<file path="src/rtl/button_pkg.sv">
// Shared types for the button front end and the menu control logic.
package button_pkg;
    typedef enum logic [1:0] {
        IDLE    = 2'd0,
        PRESSED = 2'd1,
        LONG    = 2'd2
    } btn_state_t;

    localparam int CNT_W = 16;
endpackage

</file>
<file path="src/rtl/btn_sync2.sv">
// Two-flop synchroniser for asynchronous active-low inputs; resets to released (1).
module btn_sync2 (
    input  logic clk_i,
    input  logic reset_i,
    input  logic d_i,
    output logic q_o
);
    logic s1_q, s2_q;

    always_ff @(posedge clk_i) begin
        if (reset_i) begin
            s1_q <= 1'b1;
            s2_q <= 1'b1;
        end else begin
            s1_q <= d_i;
            s2_q <= s1_q;
        end
    end

    assign q_o = s2_q;
endmodule

</file>
<file path="src/rtl/button_event_fsm.sv">
// Converts a debounced active-low button level into press/release/long-press strobes.
// Auto-repeat strobes are generated only when BUTTON_REPEAT_EN is defined.
module button_event_fsm
    import button_pkg::*;
#(
    parameter int unsigned HOLD_CYCLES   = 1000,
    parameter int unsigned REPEAT_CYCLES = 250
) (
    input  logic clk_i,
    input  logic reset_i,
    input  logic btn_n_i,
    output logic press_o,
    output logic release_o,
    output logic long_press_o,
    output logic repeat_o,
    output logic held_o
);
    localparam bit PARAMS_OK = (HOLD_CYCLES >= 2) && (HOLD_CYCLES <= 65535) &&
                               (REPEAT_CYCLES >= 2) && (REPEAT_CYCLES <= 65535);
    localparam logic [CNT_W-1:0] HOLD_LAST = CNT_W'(HOLD_CYCLES - 1);

    if (!PARAMS_OK) begin : g_bad_params
        $error("button_event_fsm: HOLD_CYCLES/REPEAT_CYCLES outside 2..65535");
    end

    logic             s2;
    btn_state_t       state_q, state_d;
    logic [CNT_W-1:0] cnt_q, cnt_d;
    logic             press_q, press_d;
    logic             release_q, release_d;
    logic             long_q, long_d;
    logic             held_q, held_d;

    btn_sync2 u_sync (
        .clk_i   (clk_i),
        .reset_i (reset_i),
        .d_i     (btn_n_i),
        .q_o     (s2)
    );

`ifdef BUTTON_REPEAT_EN
    localparam logic [CNT_W-1:0] REPEAT_LAST = CNT_W'(REPEAT_CYCLES - 1);
    logic repeat_q, repeat_d;
`endif

    always_comb begin
        state_d   = state_q;
        cnt_d     = cnt_q;
        press_d   = 1'b0;
        release_d = 1'b0;
        long_d    = 1'b0;
`ifdef BUTTON_REPEAT_EN
        repeat_d  = 1'b0;
`endif
        unique case (state_q)
            IDLE: begin
                if (!s2) begin
                    state_d = PRESSED;
                    press_d = 1'b1;
                    cnt_d   = '0;
                end
            end
            PRESSED: begin
                // Release wins over a coincident hold expiry.
                if (s2) begin
                    state_d   = IDLE;
                    release_d = 1'b1;
                    cnt_d     = '0;
                end else if (cnt_q == HOLD_LAST) begin
                    state_d = LONG;
                    long_d  = 1'b1;
                    cnt_d   = '0;
                end else begin
                    cnt_d = cnt_q + 1'b1;
                end
            end
            LONG: begin
                if (s2) begin
                    state_d   = IDLE;
                    release_d = 1'b1;
                    cnt_d     = '0;
                end else begin
`ifdef BUTTON_REPEAT_EN
                    if (cnt_q == REPEAT_LAST) begin
                        repeat_d = 1'b1;
                        cnt_d    = '0;
                    end else begin
                        cnt_d = cnt_q + 1'b1;
                    end
`else
                    cnt_d = '0;
`endif
                end
            end
            default: begin
                state_d = IDLE;
                cnt_d   = '0;
            end
        endcase
        held_d = (state_d != IDLE);
    end

    always_ff @(posedge clk_i) begin
        if (reset_i) begin
            state_q   <= IDLE;
            cnt_q     <= '0;
            press_q   <= 1'b0;
            release_q <= 1'b0;
            long_q    <= 1'b0;
            held_q    <= 1'b0;
        end else begin
            state_q   <= state_d;
            cnt_q     <= cnt_d;
            press_q   <= press_d;
            release_q <= release_d;
            long_q    <= long_d;
            held_q    <= held_d;
        end
    end

`ifdef BUTTON_REPEAT_EN
    always_ff @(posedge clk_i) begin
        if (reset_i) repeat_q <= 1'b0;
        else         repeat_q <= repeat_d;
    end
    assign repeat_o = repeat_q;
`else
    assign repeat_o = 1'b0;
`endif

    assign press_o      = press_q;
    assign release_o    = release_q;
    assign long_press_o = long_q;
    assign held_o       = held_q;
endmodule
</file>
<file path="config.mk">
export PLATFORM = sky130hd
export DESIGN_NAME = button_event_fsm
export DESIGN_NICKNAME = d
export VERILOG_FILES = /design/src/rtl/button_pkg.sv /design/src/rtl/btn_sync2.sv /design/src/rtl/button_event_fsm.sv
export SDC_FILE = /design/constraint.sdc
export NUM_CORES = 1
export LEC_CHECK = 0
export BUFFER_PORTS_ARGS = -buffer_cell sky130_fd_sc_hd__buf_2
export CORE_UTILIZATION = 47
export DETAILED_ROUTE_END_ITERATION = 10
export HOLD_SLACK_MARGIN = 0.05
export PLACE_DENSITY = 0.74
export SLEW_MARGIN = 20
export SYNTH_ARGS = -nofsm -noshare
export SYNTH_HDL_FRONTEND = slang
export SYNTH_SLANG_ARGS = --single-unit
</file>
<file path="constraint.sdc">
create_clock -name clk_i -period 2.2 [get_ports clk_i]
set_input_delay 0.11 -clock clk_i [delete_from_list [all_inputs] [get_ports clk_i]]
set_output_delay 0.11 -clock clk_i [all_outputs]
set_load 0.1 [all_outputs]
</file>
## Word-level counts from Yosys, hierarchy flattened

Cells that the tools add are included.

| storage, ports and cells | value |
|---|---|
| bits in latches | 0 |
| input bits | 3 |
| logic and storage cells | 34 |
| memories | 0 |
| ROM bits | 0 |
| bits in registers | 24 |
| output and inout bits | 5 |
| bits in writable memories | 0 |

| operators by class | value |
|---|---|
| equal/unequal tests | 4 |
| muxes and demuxes | 12 |
| add/sub/neg operators | 1 |
| bitwise gates (word level) | 3 |
| divide/modulo/power cells | 0 |
| shift-type cells | 0 |
| multiply operators | 0 |
| $lt $le $gt $ge | 0 |
| reductions and logical operators | 6 |

Operator list:

| cell | number |
|---|---|
| $mux 16 | 3 |
| $pmux 16 s2 | 1 |
| $add 16x1->16 const B | 1 |
| $eq 16x10->1 const B | 1 |
| $mux 2 | 4 |
| $pmux 2 s3 | 1 |
| $reduce_or 2->1 | 3 |
| $mux 1 | 3 |
| $not 1->1 | 3 |
| $reduce_or 3->1 | 1 |
| $eq 2x1->1 const B | 1 |
| $eq 2x2->1 const B | 1 |
| $logic_not 2->1 | 1 |
| $ne 2x2->1 const B | 1 |
| $reduce_bool 2->1 | 1 |

## Longest topological paths before layout

Gate-level depths: netlist (run 1).

| depth | value |
|---|---|
| depth in word-level cells | 5 |
| depth in mapped cells | 7 |
| mapped depth without buffers | 6 |

## Hierarchy

Synthesis (run 1) repeated with hierarchy kept, for this count alone.

| unflattened totals | value |
|---|---|
| cell total of the unflattened synthesis | 141 |
| area total of the unflattened synthesis | 1236.2 um^2 |

Modules (own cells, without submodules):

| module | area each (um^2) | sequential area each (um^2) | cells an instance | instances |
|---|---|---|---|---|
| button_event_fsm | 1183.6 | 440.4 | 137 | 1 |
| btn_sync2 | 52.6 | 40.0 | 4 | 1 |

## Least setup slack after synthesis (run 1)

OpenSTA, ideal clock, no wires.

| timing path | value |
|---|---|
| kind | reg-to-reg |
| start point | reg state_q[0] |
| end point | reg cnt_q[13] |
| path buffers | 1 |
| library setup time | 0.072 ns |
| arrival time | 1.998 ns |
| path slack | 0.130 ns |
| cell stages (with the launch flop) | 8 |
| required time | 2.128 ns |
| period minus slack after synthesis | 2.070 ns |
| cell sequence | dfxtp_1 inv_1 ha_1 and2_4 buf_6 or4_4 or4_1 a21oi_1 |

| between the ends | value |
|---|---|
| cells in the longest elaborated chain, start to end | 2 |
| elaborated cells on any way between the ends | 4 |
| those cells by class | eq/ne: 2; mux: 1; reduce/logical: 1 |

RTL lines:

| element | line | source |
|---|---|---|
| from (decl) | button_event_fsm.sv:27 | `btn_state_t state_q, state_d;` |
| from (signal assigned) | button_event_fsm.sv:112 | `state_q <= state_d;` |
| $eq 2x1->1 / $logic_not 2->1 (equally long branches) | button_event_fsm.sv:55 | `unique case (state_q)` |
| $pmux 16 s2 / $ne 2x2->1 (equally long branches) | - |  |
| to (signal assigned) | button_event_fsm.sv:113 | `cnt_q <= cnt_d;` |
| to (decl) | button_event_fsm.sv:28 | `logic [CNT_W-1:0] cnt_q, cnt_d;` |

Several ways; a longest one is shown, not always the timed one.
A chain may end at the register's enable or synchronous reset.

## Final worst setup path (run 1)

| timing path | value |
|---|---|
| start point | reg state_q[1] |
| end point | reg cnt_q[13] |

The elaborated chain is that of the path after synthesis.

==> results of run 1 <==
-- stage by stage --
| stage | setup WS [ns] | cell area (um2) | cells | util (%) |
|---|---|---|---|---|
| finish | 0.134 | 1330 | 185 | 53.7 |
| global route | 0.0241 | 1330 | 185 | 53.7 |
| CTS | 0.101 | 1330 | 185 | 53.6 |
| detailed placement | 0.135 | 1290 | 181 | 52.3 |
| global placement | 0.193 | 1290 | 181 | 52.3 |
| floorplan | 0.130 | 1230 | 146 | - |
-- final cells by class --
type	instances	area, um2
Fill cell	239	1150
Multi-Input combinational cell	111	691
Sequential cell	24	483
Timing Repair Buffer	12	77.6
Tap cell	30	37.5
Clock buffer	3	22.5
Inverter	5	18.8
-- where the power goes --
part / leakage [uW] / internal (uW) / switching, uW
logic: 0.000268 / 17.3 / 45.9
registers: 0.000195 / 439 / 2.84
clock network: 0.0000138 / 64.2 / 121
total: 0.000476 / 521 / 170
-- final timing paths --
kind                             startpoint         end  slack (ns)  depth (start not counted)
worst max register to register   state_q[1]   cnt_q[13]        0.13                          6
worst max-delay path             state_q[1]   cnt_q[13]        0.13                          6
worst min register to register  u_sync.s1_q  u_sync.q_o        0.42                          1
worst min-delay path                reset_i    cnt_q[0]        0.06                          2
-- synth_stat cells, types with 2 or more instances --
cell type / instances
a21oi_1: 9
and2b_1: 2
and3_1: 2
clkbuf_1: 2
dfxtp_1: 24
ha_1: 5
inv_1: 5
nand2_1: 16
nand3_1: 6
nand4_1: 4
nand4b_1: 2
nor2_1: 11
nor2b_1: 3
nor3_1: 2
nor4_1: 3
nor4b_1: 2
o21ai_0: 9
o22ai_1: 2
o31ai_1: 2
or2_2: 2
or3_1: 3
or4_1: 5
xnor2_1: 3
xor2_1: 3
-- per-layer routing --
layer | wire length [um] | share of wire [%] | vias to the layer above
met4 | 44 | 1.8 | 0
met3 | 75 | 3.1 | 5
met2 | 1120 | 46 | 15
met1 | 1200 | 49 | 493
li1 | - | - | 547
met5 | 0 | 0 | -
-- critical path, delay by kind of cell, from the launching register on --
| family | cells | cell delay (ns) |
|---|---|---|
| AND/OR/NAND/NOR | 3 | 1.19 |
| flip-flops | 1 | 0.36 |
| adder cells (fa/ha/maj) | 1 | 0.23 |
| AO/OA/AOI/OAI | 1 | 0.15 |
| buffers and inverters | 1 | 0.08 |
-- cell families after synthesis --
logic type	count (synthesis)	share of synthesized area, %
xor gates and xnor gates	6	4.29
buffers and inverters	11	4.49
DFF	24	39.2
and+or+nand+nor	72	33.8
adders and majority gates	5	5.10
AOI/OAI and AO/OA	27	12.9
other	1	0.306
-- state kept, by name, summed over array words and instances (netlist names) --
signal,cells
u_sync.s1_q,1
cnt_q,16
state_q,2
release_o,1
held_o,1
press_o,1
long_press_o,1
u_sync.q_o,1
-- repair_timing --
item                       4_1_cts  5_1_grt
hold buffers                     1        0
hold endpoints to repair         1        0
setup endpoints to repair        0        1
resized for setup                0        2
==> results by group, run 1 <==
Floorplanning
  • Site row count: 18
  • Initial Utilization: 49.5%
  • Boundary pin count: 8
  • Die Ht: 53.1 um
  • Core area: 2480 um2
  • Die width: 53.1 um
  • Die area: 2820 um2

Timing
  • RSZ-0062 raised after global routing: false
  • Slew Limit Fails: 0
  • Final TNS setup: 0 ns
  • Minimum clock period: 2.07 ns
  • Fin crit share: 93.9%
  • Final setup viols: 0
  • Endpoints failing hold: 0
  • Worst Hold Slack: 0.0563 ns
  • Fmax: 484 MHz
  • Layout Skew: 0.00197 ns

Clock network
  • Clk Latency, worst-skew pair: 0.31 ns
  • Root buf cell: clkbuf_4
  • CTS Sinks: 24
  • CTS tree: built
  • Setup Fix Bufs, Post-CTS: 0
  • Cts bufs inserted: 3
  • Max H-tree Level: 1
  • Clk slew on worst S/H paths: 0.12 ns
  • Longest Clk Path Bufs: 2

Synthesis
  • Synth Flop Type: dfxtp_1
  • FF+latch count, synth: 24
  • Synthesized area: 1230 um2
  • Synthesized area per cell: 8.40 um2
  • Syn_nets: 154
  • Library cells used by synthesis: 43
  • Top cells by area, synth: dfxtp_1 (39%), ha_1 (5.1%), nand2_1 (4.9%)
  • Mapped Cells: 146
  • Post-synth top area share: 39.2%
  • Syn. warnings: 0
  • Register area share after synthesis: 39.2%
  • Post-synth EDFFs: 0
  • Most area-hungry cell type in the Yosys netlist: dfxtp_1
  • Async S/R FF share, synth: 0%

Global routing
  • Initial antenna violation count: 0
  • GRT busiest layer: met2
  • Met1 Use GR: 26.0%
  • Number of global-route vias before repair: 954
  • Met3 track demand over resource: 2.87%
  • Grt ovf: 0
  • Largest net degree at the start of global routing: 13
  • Met2 usage: 31.4%
  • Total track usage: 19.7%
  • First-pass GRT wire length: 4080 um

Cells and area
  • Leading cell types in the layout, fill and taps excluded: dfxtp_1 (22), nand2_1 (16), nor2_1 (11)
  • Layout cells sized above 1: 13.5%
  • Final #Nets: 165
  • Leading cell type in the layout, fill and taps excluded: dfxtp_1
  • Diodes inserted: 0
  • Syn-to-layout area delta: 8.47%

Worst setup path
  • CP Launch Type: flop
  • Crit end category: flop
  • CP required: 2.46 ns
  • Crit Path Max Fanout: 9
  • Delay of the slowest cell on the worst path: 0.52 ns
  • Cell Chain, Critical Path: inv_1, ha_1, and2_4, or4_4, or4_1, a21oi_1
  • Critical path type: flop to flop
  • Worst path arrival time: 2.32 ns
  • Critical path's slowest cell: or4_4

Routing
  • Initial DRC Count: 20
  • Vias: 1,060
  • Via density per instance: 5.73
  • DRC viols: 0
  • Final wirelength: 2440 um
  • Drt pass-1 iters: 6
  • Wire length per cell: 13.2 um
  • Antenna viol nets, final: 0

Pwr
  • Worst vdd ir: 0.505 mV
  • Power density cells: 520 nW/um2
  • Leak: 0.000476 uW
  • Total Power: 691 uW

Place
  • DPL Wire Length: 1820 um
  • IO Port Bufs: 6
  • Routability cong.: 0.846

Hold path
  • HP Class: input port to flop

Run status
  • Outcome: complete, no violations

Flow run
  • Max cap viols: 0
No activity file was read; power rests on OpenSTA's default activity.
==> run 2, diff against run 1 <==
- ABC_AREA: not set -> 1
==> run 2 against run 1 <==
Effect of this change: clock skew is 0.0016 ns higher; sequential power is 0.9% higher; worst setup slack better by 0.43 ns; maximum frequency is 26% higher; cell count is 22% higher; critical endpoint is now cnt_q[7].
==> results by group, run 2 <==
Cells and area
  • Layout cells sized above 1: 18.4% (+4.8 points)
  • Largest register FFs: 16 (unchanged)
  • Diodes inserted: 0 (unchanged)
  • Leading cell types in the layout, fill and taps excluded: nand2_1 (39), nor2_1 (27), inv_1 (25)
  • Final #Nets: 205 (+24%)
  • Regs by FF count: cnt_q: 16 flops, state_q: 2 flops
  • Most flops, register: cnt_q
  • Leading cell type in the layout, fill and taps excluded: nand2_1
  • Syn-to-layout area delta: 6.95%
  • Non-Filler Instances: 226 (+22%)
  • Finished Core Util: 54.7% (+1.0 points)

Synthesis
  • Post-synth EDFFs: 0 (unchanged)
  • Library cells used by synthesis: 25 (-42%)
  • Register area share after synthesis: 36.6% (-2.6 points)
  • Top-count cell post-synth: nand2_1
  • Synthesized area per cell: 7.03 um2 (-16%)
  • Synth Flop Type: dfxtp_1
  • Top cells by area, synth: dfxtp_1 (37%), nand2_1 (11%), nor2_1 (7.7%)
  • Synthesized area: 1310 um2 (+7.1%)
  • Synth cell count leaders: nand2_1 (39), nor2_1 (27), inv_1 (25)
  • Mapped Cells: 187 (+28%)
  • Async S/R FF share, synth: 0% (unchanged)
  • FF+latch count, synth: 24 (unchanged)
  • Post-synth top area share: 36.6% (-2.6 points)
  • Syn_nets: 195 (+27%)
  • Syn. warnings: 0 (unchanged)
  • Most area-hungry cell type in the Yosys netlist: dfxtp_1

Place
  • DPL Wire Length: 1830 um (+0.81%)
  • Placed Cells incl. Taps: 220 (+22%)
  • IO Port Bufs: 6 (unchanged)
  • Pre-CTS WS: 0.595 ns (+0.459 ns)
  • Routability cong.: 0.893 (+5.6%)

Timing
  • Minimum clock period: 1.63 ns (-0.432 ns)
  • Layout Skew: 0.00355 ns (+0.00158 ns)
  • RSZ-0062 raised after global routing: false
  • Final worst setup slack: 0.566 ns (+0.432 ns)
  • Slew Limit Fails: 0 (unchanged)
  • Final TNS setup: 0 ns (unchanged)
  • Endpoints failing hold: 0 (unchanged)
  • Fin crit share: 74.3% (-20 points)
  • Fmax: 612 MHz (+26%)
  • Final setup viols: 0 (unchanged)

Routing
  • Final wirelength: 2410 um (-1.3%)
  • Wire length per cell: 10.7 um (-19%)
  • DRC viols: 0 (unchanged)
  • Vias: 1,096 (+3.4%)
  • Initial DRC Count: 27 (+35%)
  • Antenna viol nets, final: 0 (unchanged)
  • Via density per instance: 4.85 (-15%)
  • Drt pass-1 iters: 4 (-2)

Floorplanning
  • Die area: 3010 um2 (+6.9%)
  • Core area: 2570 um2 (+3.6%)
  • Die width: 54.9 um (+3.4%)
  • Die Ht: 54.9 um (+3.4%)
  • Site row count: 18 (unchanged)
  • Boundary pin count: 8 (unchanged)
  • Initial Utilization: 51.2% (+1.7 points)

Global routing
  • Largest net degree at the start of global routing: 16 (+3)
  • Met2 usage: 30.3% (-1.1 points)
  • Initial antenna violation count: 0 (unchanged)
  • First-pass GRT wire length: 4250 um (+4.1%)
  • Met3 track demand over resource: 3.61% (+0.74 points)
  • Grt ovf: 0 (unchanged)
  • Number of global-route vias before repair: 983 (+3.0%)
  • GRT busiest layer: met2
  • Met1 Use GR: 28.1% (+2.1 points)
  • Total track usage: 20.3% (+0.60 points)

Worst setup path
  • Crit Path Max Fanout: 8 (-1)
  • Worst Setup SP: state_q[0]
  • CP required: 2.42 ns (-0.04 ns)
  • Buf/Inv on CP: 2 (+1)
  • Worst path most repeated cell: nor2_1
  • Critical path type: flop to flop
  • Critical path's slowest cell: dfxtp_1
  • Cell Chain, Critical Path: inv_1, ha_1, nand2_4, inv_2, nor2_1, nand3_1, o21ai_0, nor2_1
  • FF-to-FF Start: state_q[0]
  • Delay of the slowest cell on the worst path: 0.40 ns (-0.12 ns)
  • Worst path arrival time: 1.85 ns (-0.47 ns)
  • Crit end category: flop
  • Worst path top cell family by delay: simple AND/OR/NAND/NOR gates
  • CP Launch Type: flop

Clock network
  • Max H-tree Level: 1 (unchanged)
  • Longest Clk Path Bufs: 2 (unchanged)
  • Clk slew on worst S/H paths: 0.12 ns (about the same)
  • Setup Fix Bufs, Post-CTS: 0 (unchanged)
  • CTS Sinks: 24 (unchanged)
  • Clk Latency, worst-skew pair: 0.31 ns (about the same)
  • Cts bufs inserted: 3 (unchanged)
  • Root buf cell: clkbuf_4
  • CTS tree: built

Run status
  • Outcome: complete, no violations

Hold path
  • HP Class: flop to flop
  • Hold Startpoint: u_sync.s1_q

Pwr
  • Worst vdd ir: 0.490 mV (-3.1%)
  • Leak: 0.000600 uW (+26%)
  • Power density cells: 533 nW/um2 (+2.7%)

Flow run
  • Max cap viols: 0 (unchanged)
## run 2: changes by cell type in the layout (fill, tap and decap cells not counted), moves of 5 or more
cell / delta
nand3_1: +6
or4_1: -5
a21oi_1: -7
buf_4: -5
nand2_2: +5
nor2_2: +13
nand2_1: +23
nor2_1: +16
inv_1: +20
## run 2: repair_timing
| item | 4_1_cts | 5_1_grt |
|---|---|---|
| gates resized for setup | 0 | 0 |
| hold endpoints to repair | 3 | 0 |
| setup endpoints to repair | 0 | 0 |
| hold buffers | 2 | 0 |
## run 2: metal layers
| metal | vias to the layer above | wire, um |
|---|---|---|
| met2 | 30 | 1060 |
| li1 | 585 | - |
| met3 | 7 | 113 |
| met4 | 0 | 44 |
| met1 | 474 | 1190 |
| met5 | - | 0 |
## run 2: path summary, 6_finish.rpt
path         slack [ns]    endpoint  cells after the start
min reg2reg        0.43  u_sync.q_o                      1
max reg2reg        0.57    cnt_q[7]                      8
max                0.57    cnt_q[7]                      8
min                0.43  u_sync.q_o                      1
## run 2: kinds of logic after synthesis
logic type | synth area share [%]
simple gates | 39.3
buf+inv | 10.5
flops | 36.6
compound gates | 3.81
xor+xnor | 4.00
fa+ha+maj | 4.76
other cells | 0.285
mux | 0.762
## run 2: metrics by stage
| stage | power (uW) | hold slack, ns | instance area [um2] |
|---|---|---|---|
| after floorplan | 523 | 0.214 | 1310 |
| final | 750 | 0.431 | 1410 |
| after detailed placement | 527 | 0.298 | 1350 |
| after global placement | 525 | 0.295 | 1350 |
| after CTS | 760 | 0.439 | 1410 |
| after global routing | 787 | 0.458 | 1410 |
## run 2: where the power goes
part	switching (uW)	leakage [uW]	internal [uW]
sequential	5.02	0.000194	441
combinational	55.1	0.000385	18.4
clock	129	0.0000210	101
## run 2: area by class of cell
cell class | instances | area, um2
flip-flops and latches | 24 | 480
clock buffers | 4 | 36.3
inverters | 28 | 105
well taps | 30 | 37.5
fillers | 247 | 1160
multi-input cells | 132 | 696
repair buffers | 8 | 50.0
## run 2: worst reg2reg max path: stages (launching register included)
cell	delay, ns
dfxtp_1	0.40
inv_1	0.09
ha_1	0.26
nand2_4	0.15
inv_2	0.09
nor2_1	0.21
nand3_1	0.12
o21ai_0	0.17
nor2_1	0.06
